$ cat config.mk
export PLATFORM = sky130hd
export DESIGN_NAME = product_bcd_converter_flat
export DESIGN_NICKNAME = d
export VERILOG_FILES = /design/src/rtl/product_bcd_converter_if.sv /design/src/rtl/product_bcd_converter.sv /design/src/flat_wrapper.sv
export SDC_FILE = /design/constraint.sdc
export NUM_CORES = 1
export LEC_CHECK = 0
export CORE_MARGIN = 10
export CORE_UTILIZATION = 35
export DETAILED_ROUTE_END_ITERATION = 8
export PLACE_DENSITY = 0.55
export SLEW_MARGIN = 20
export SYNTH_ARGS = -nofsm -noshare
export SYNTH_HDL_FRONTEND = slang
export SYNTH_SLANG_ARGS = --single-unit
$ cat constraint.sdc
create_clock -name clk -period 1.8 [get_ports clk]
set_input_delay 0.45 -clock clk [delete_from_list [all_inputs] [get_ports clk]]
set_output_delay 0.45 -clock clk [all_outputs]
set_load 0.01 [all_outputs]
$ cat src/rtl/product_bcd_converter_if.sv
// Valid/ready bundle between the multiplier product and the
// BCD converter / display path.
interface product_bcd_converter_if #(
  parameter int WIDTH  = 8,
  parameter int DIGITS = 3
);
  logic [WIDTH-1:0]    P;
  logic                in_valid;
  logic                in_ready;
  logic [4*DIGITS-1:0] BCD;
  logic                out_valid;
  logic                out_ready;
  logic                busy;

  modport master (
    output P, in_valid, out_ready,
    input  in_ready, BCD, out_valid, busy
  );

  modport slave (
    input  P, in_valid, out_ready,
    output in_ready, BCD, out_valid, busy
  );
endinterface

$ cat src/rtl/product_bcd_converter.sv
// Sequential binary-to-BCD converter, double dabble,
// one input bit per clock, valid/ready on both sides.
module product_bcd_converter #(
  parameter int WIDTH  = 8,
  parameter int DIGITS = 3
) (
  input logic               clk,
  input logic               rst_n,
  product_bcd_converter_if.slave bus
);

  function automatic longint pow10(input int n);
    longint r;
    r = 1;
    for (int i = 0; i < n; i++) r = r * 10;
    return r;
  endfunction

  localparam longint DecRange = pow10(DIGITS);
  localparam longint BinMax   = (longint'(1) << WIDTH) - 1;
  localparam int     CW       = $clog2(WIDTH + 1);
  localparam int     BW       = 4 * DIGITS;

  if (DecRange <= BinMax) begin : g_bad_digits
    $error("DIGITS too small to hold 2**WIDTH-1");
  end

  typedef enum logic [1:0] {
    IDLE,
    CONV,
    DONE
  } state_e;

  state_e          state_q, state_d;
  logic [BW-1:0]    acc_q, acc_d;
  logic [WIDTH-1:0] sr_q, sr_d;
  logic [CW-1:0]    cnt_q, cnt_d;
  logic [BW-1:0]    adj;

  always_comb begin
    state_d = state_q;
    acc_d   = acc_q;
    sr_d    = sr_q;
    cnt_d   = cnt_q;
    adj     = acc_q;
    // add-3 correction happens before the shift in the same edge
    for (int k = 0; k < DIGITS; k++) begin
      if (acc_q[4*k +: 4] >= 4'd5)
        adj[4*k +: 4] = acc_q[4*k +: 4] + 4'd3;
    end
    unique case (state_q)
      IDLE: begin
        if (bus.in_valid) begin
          sr_d    = bus.P;
          acc_d   = '0;
          cnt_d   = CW'(WIDTH);
          state_d = CONV;
        end
      end
      CONV: begin
        {acc_d, sr_d} = {adj, sr_q} << 1;
        cnt_d = cnt_q - CW'(1);
        if (cnt_q == CW'(1)) state_d = DONE;
      end
      DONE: begin
        if (bus.out_ready) state_d = IDLE;
      end
      default: state_d = IDLE;
    endcase
  end

  always_ff @(posedge clk) begin
    if (!rst_n) begin
      state_q <= IDLE;
      acc_q   <= '0;
      sr_q    <= '0;
      cnt_q   <= '0;
    end else begin
      state_q <= state_d;
      acc_q   <= acc_d;
      sr_q    <= sr_d;
      cnt_q   <= cnt_d;
    end
  end

  assign bus.in_ready  = (state_q == IDLE);
  assign bus.out_valid = (state_q == DONE);
  assign bus.busy      = (state_q == CONV);
  assign bus.BCD       = acc_q;

endmodule

$ cat src/flat_wrapper.sv
// flat-port wrapper written by rule: the top's interface ports become plain ports
module product_bcd_converter_flat 
#(
  parameter int WIDTH  = 8,
  parameter int DIGITS = 3
)
  (clk, rst_n, bus_P, bus_in_valid, bus_out_ready, bus_in_ready, bus_BCD, bus_out_valid, bus_busy);
  product_bcd_converter_if #(.WIDTH(WIDTH), .DIGITS(DIGITS)) bus_i ();
  input logic clk;
  input logic rst_n;
  input wire logic [$bits(bus_i.P)-1:0] bus_P;
  input wire logic [$bits(bus_i.in_valid)-1:0] bus_in_valid;
  input wire logic [$bits(bus_i.out_ready)-1:0] bus_out_ready;
  output wire logic [$bits(bus_i.in_ready)-1:0] bus_in_ready;
  output wire logic [$bits(bus_i.BCD)-1:0] bus_BCD;
  output wire logic [$bits(bus_i.out_valid)-1:0] bus_out_valid;
  output wire logic [$bits(bus_i.busy)-1:0] bus_busy;
  assign bus_i.P = bus_P;
  assign bus_i.in_valid = bus_in_valid;
  assign bus_i.out_ready = bus_out_ready;
  assign bus_in_ready = bus_i.in_ready;
  assign bus_BCD = bus_i.BCD;
  assign bus_out_valid = bus_i.out_valid;
  assign bus_busy = bus_i.busy;
  product_bcd_converter #(.WIDTH(WIDTH), .DIGITS(DIGITS)) u_core (.clk(clk), .rst_n(rst_n), .bus(bus_i));
endmodule
# Word level (Yosys, flattened, before mapping)
# Cells that the tools add are included.
# Widths: inputs -> output; s select.
[totals]
in_bits = 12
output_inout_bits = 15
register_bits = 26
[classes]
n_lt_le_gt_ge = 3
reduce_logical = 4
mux = 13
eq_ne = 6
addsub = 4
[ops]
columns = ["op", "count"]
rows = [
  ["$pmux 12 s2", 1],
  ["$pmux 8 s2", 1],
  ["$ge 4x3->1 const B", 3],
  ["$mux 12", 1],
  ["$mux 4", 3],
  ["$add 4x2->4 const B", 2],
  ["$mux 8", 1],
  ["$pmux 4 s2", 1],
  ["$mux 2", 3],
  ["$pmux 2 s3", 1],
  ["$eq 4x1->1 const B", 1],
  ["$ne 2x2->1 const B", 2],
  ["$sub 4x1->4 const B", 1],
  ["$add 3x2->3 const B", 1],
  ["$mux 3", 1],
  ["$reduce_and 3->1", 1],
  ["$eq 2x1->1 const B", 1],
  ["$eq 2x2->1 const B", 1],
  ["$logic_not 2->1", 1],
  ["$ne 2x1->1 const B", 1],
  ["$reduce_and 2->1", 1],
  ["$reduce_bool 2->1", 1],
]

# Logic depth before layout (Yosys ltp)
# Gate-level depths: netlist of run 1.
[depth]
depth_word = 3
ltp_mapped = 6

# Worst setup path after synthesis of run 1
# Ideal clock, no wire load.
[synth_path]
path_kind = "register to register"
from = "register u_core.acc_q[5], in the netlist u_core.bus.BCD[5]"
to = "register u_core.acc_q[6], in the netlist u_core.bus.BCD[6]"
t_arrival_ns = 1.504
path_slack_ns = 0.221
stages_incl_launch_ff = 7
required_time_ns = 1.726
path_cell_list = "dfxtp_1 > inv_1 > ha_1 > nand2b_1 > a21oi_1 > mux2_2 > o21ai_0"
[synth_via]
elab_chain_cells = 3
elab_cells_between_ends = 4
cone_classes = "add/sub: 1; order compare: 1; mux: 2"
[synth_rtl]
columns = ["item", "line_no", "rtl"]
rows = [
  ["start, declared", "product_bcd_converter.sv:35", "logic [BW-1:0] acc_q, acc_d;"],
  ["start signal, assigned", "product_bcd_converter.sv:75", "acc_q <= '0;"],
  ["start signal, assigned", "product_bcd_converter.sv:80", "acc_q <= acc_d;"],
  ["$add 4x2->4 or $ge 4x3->1 (tied branches)", "product_bcd_converter.sv:49, product_bcd_converter.sv:48", ""],
  ["$mux 4 (*)", "product_bcd_converter.sv:48", "if (acc_q[4*k +: 4] >= 4'd5)"],
  ["$pmux 12 s2 (*)", "product_bcd_converter.sv:51", "unique case (state_q)"],
]
# Mark *: on every way between the ends. The rest lies on a longest branch, timed or not.
# A chain may end at the register's enable or synchronous reset.

# Worst setup path in the final report of run 1
[layout_path]
from = "register u_core.acc_q[2], in the netlist u_core.bus.BCD[2]"
to = "output bus_BCD[2]"
[layout_lines]
columns = ["item", "line_no", "rtl"]
rows = [
  ["end, declared", "flat_wrapper.sv:15", "output wire logic [$bits(bus_i.BCD)-1:0] bus_BCD;"],
]
# No word-level cell between the ends.

==> reports/qor.csv, run 1 <==
metric;value;unit
vias after detailed routing;1172;
Final Non-Filler Cells;246;
flops & latches, synth;26;
clock network latency to the later pin of the worst-skew pair;0.26;ns
Crit. End Element;output pin;
Worst Slack Setup Final;0.0833;ns
starting utilization of the core area;0.368;
Die X;82.8;um
sequential element share of the synthesized area;0.377;
Placement Rows;22;
Synth area leaders;dfxtp_1 38%, o21ai_0 8.0%, ha_1 7.3%;
number of buffers on the longest clock path;2;
number of DRC markers in iteration 0;47;
fraction of layout cells with a size suffix above 1;0.136;
number of buffers added by the clock tree synthesis step;3;
area of the core;3740;um^2
data arrival time at the worst-slack endpoint;1.27;ns
standby leakage power;0.679;nW
Non-Filler Cell Area, Final;1790;um^2
Final Hold Slack;0.478;ns
global-route usage over all layers;0.0968;
total count of hold-check failures in the final report;0;
Total Routed Length;3.15;mm
number of hold buffers added after CTS;0;
deepest level of the CTS H-tree;1;
final count of pins violating max slew;0;
utilization after layout;0.477;
async set-or-reset flop fraction in the synthesized netlist;0;
# nets final;219;
CP required;1.35;ns
result of the run;finished, final reports clean;
count of input and output buffers;26;
number of cells upsized or downsized after cts;4;
Detailed Place HPWL;2.53;mm
Yosys cell types;32;
number of synthesized flops with an enable pin;0;
CTS tree;yes;
drt first pass iters;4;
total negative slack;0;ns
number of instances in the synthesized netlist;165;
number of vias per cell;4.76;
root buffer selected by CTS;clkbuf_8;
class of the most critical hold timing path;register to register;
slew of the pin with the lowest slew margin;0.312;ns
CTS sink cnt;26;
worst slew margin relative to its limit;0.792;
Commonest cells post-synth;26 x dfxtp_1, 22 x o21ai_0, 18 x nand2_1;
worst clock skew;0.000394;ns
final worst path period share;0.954;
power per cell area;683;nW/um^2
Yosys top cell area share;0.377;
number of antenna violations at the first check in global routing;0;
mean area per synthesized cell;8.36;um^2
GRT overflow;0;
path type of the worst setup path;register to output pin;
max cap viols;0;
Area growth syn-to-layout;29.6;%
placed insts;242;
number of endpoints failing setup at the final stage;0;
sum of buffers and inverters on the critical path;1;
vias in the first global route;1155;
post-synth net total;185;
sort of element at the start of the critical path;register;
remaining design rule violation count;0;
maximum number of pins on one net before global-route repair;18;
register clock-pin slew on the reported worst setup and hold paths;0.09;ns
minimum setup slack after placement;0.112;ns
standard cell area after detailed placement;1730;um^2
cell type with the largest total area after synthesis;dfxtp_1;
dominant cell by count in the synthesized netlist;dfxtp_1;
dominant synthesized flop cell;dfxtp_1;
kind of cell adding the most delay to the critical path;buffers and inverters;
Yosys warnings;0;
synthesized cell area;1380;um^2
vertical extent of the die;82.8;um
Max VDD drop;0.583;mV
buffers inserted by post-CTS timing repair;0;
Routed Antenna Nets;0;
unrepaired setup endpoints after global routing;false;
Max Freq;0.583;GHz
area of the die;6850;um^2
Cell Chain, Critical Path;clkdlybuf4s50_1;
gpl congestion;0.768;
count of pins on the block boundary;27;
final total power;1.22;mW
Period minus WS final;1.72;ns
largest stage delay on the critical path;0.57;ns
diodes inserted;0;
Wirelength per Cell;12.8;um
slowest cell on the critical path;clkdlybuf4s50_1;
wire length of the first global-routing pass;5.35;mm
Max Fanout on Critical Path;6;
==> cell usage in the layout, fill, tap and decap left out <==
cell type,Yosys,routed
o21ai_1,2,2
nor2b_1,4,4
ha_1,8,8
nand2_1,18,18
nor2_1,11,11
a21boi_1,3,3
and2_1,2,2
clkdlybuf4s50_1,0,23
nor2_2,1,1
mux2_2,4,4
nand3_1,4,4
o21bai_4,1,1
a22oi_1,3,3
o221ai_1,2,2
dfxtp_1,26,25
xor2_1,2,2
buf_4,1,11
o211a_1,1,1
nand2b_4,1,1
o31ai_2,2,2
clkinv_8,1,1
o21ai_0,22,22
nand2b_1,3,3
clkbuf_8,0,4
dlygate4sd2_1,0,3
a31oi_1,2,2
nand2_4,1,1
a21oi_1,11,11
o22ai_1,3,3
xnor2_1,3,3
inv_1,11,11
nor3_1,5,5
dfxtp_2,0,1
==> routing by layer <==
metal | wire (um) | up-vias | share of wire | track usage
li1 | - | 625 | - | -
met1 | 1500 | 533 | 0.48 | 0.126
met2 | 1470 | 12 | 0.47 | 0.156
met3 | 160 | 2 | 0.051 | 0.0302
met4 | 17 | 0 | 0.0054 | 0.0151
met5 | 0 | - | 0 | 0
==> worst min-delay path: stages (launching register included) <==
cell and delay (ns):
dfxtp_1 0.33, nand2_1 0.05, o21ai_0 0.06
==> state kept, by name (all words and copies together), names as in the netlist <==
register        count
u_core.state_q      2
u_core.bus.BCD     12
u_core.sr_q         8
u_core.cnt_q        4
==> power by group <==
group,switching (mW),total (mW),internal (mW),leakage [nW]
registers,0.0224,0.629,0.607,0.213
logic,0.114,0.219,0.105,0.437
clock network,0.177,0.373,0.195,0.0288
total,0.314,1.22,0.907,0.679
==> path summary, 6_finish.rpt <==
kind	start	end	slack, ns	depth (start not counted)
worst max register to register	u_core.bus.BCD[5]	u_core.bus.BCD[6]	0.27	6
worst min-delay path	u_core.bus.BCD[9]	u_core.bus.BCD[9]	0.48	2
worst max-delay path	u_core.bus.BCD[2]	bus_BCD[2]	0.08	1
worst min register to register	u_core.bus.BCD[9]	u_core.bus.BCD[9]	0.48	2
==> final cells by class <==
class / instances / area [um^2]
fillers: 396 / 1960
flip-flops and latches: 26 / 522
clock buffers: 4 / 55.1
repair buffers: 37 / 339
inverters: 12 / 57.6
well taps: 48 / 60.1
multi-input cells: 119 / 753
==> cell families (layout without fill, tap and decap cells) <==
logic type / Yosys count / in the layout / share of synthesized area
AO/OA/AOI/OAI: 52 / 52 / 0.234
AND/OR/NAND/NOR: 50 / 50 / 0.175
flip-flops: 26 / 26 / 0.377
buffers and inverters: 20 / 53 / 0.0762
adder cells (fa/ha/maj): 8 / 8 / 0.0726
XOR/XNOR: 5 / 5 / 0.0318
multiplexers: 4 / 4 / 0.0327
Note: power is estimated with default switching activity, not from simulation.
==> inputs of run 2 (changes only) <==
Settings changed: CTS_CLUSTER_SIZE set to 20.
==> results of run 2 <==
Same layout as run 1: the final DEF is identical, and so are final timing and power.
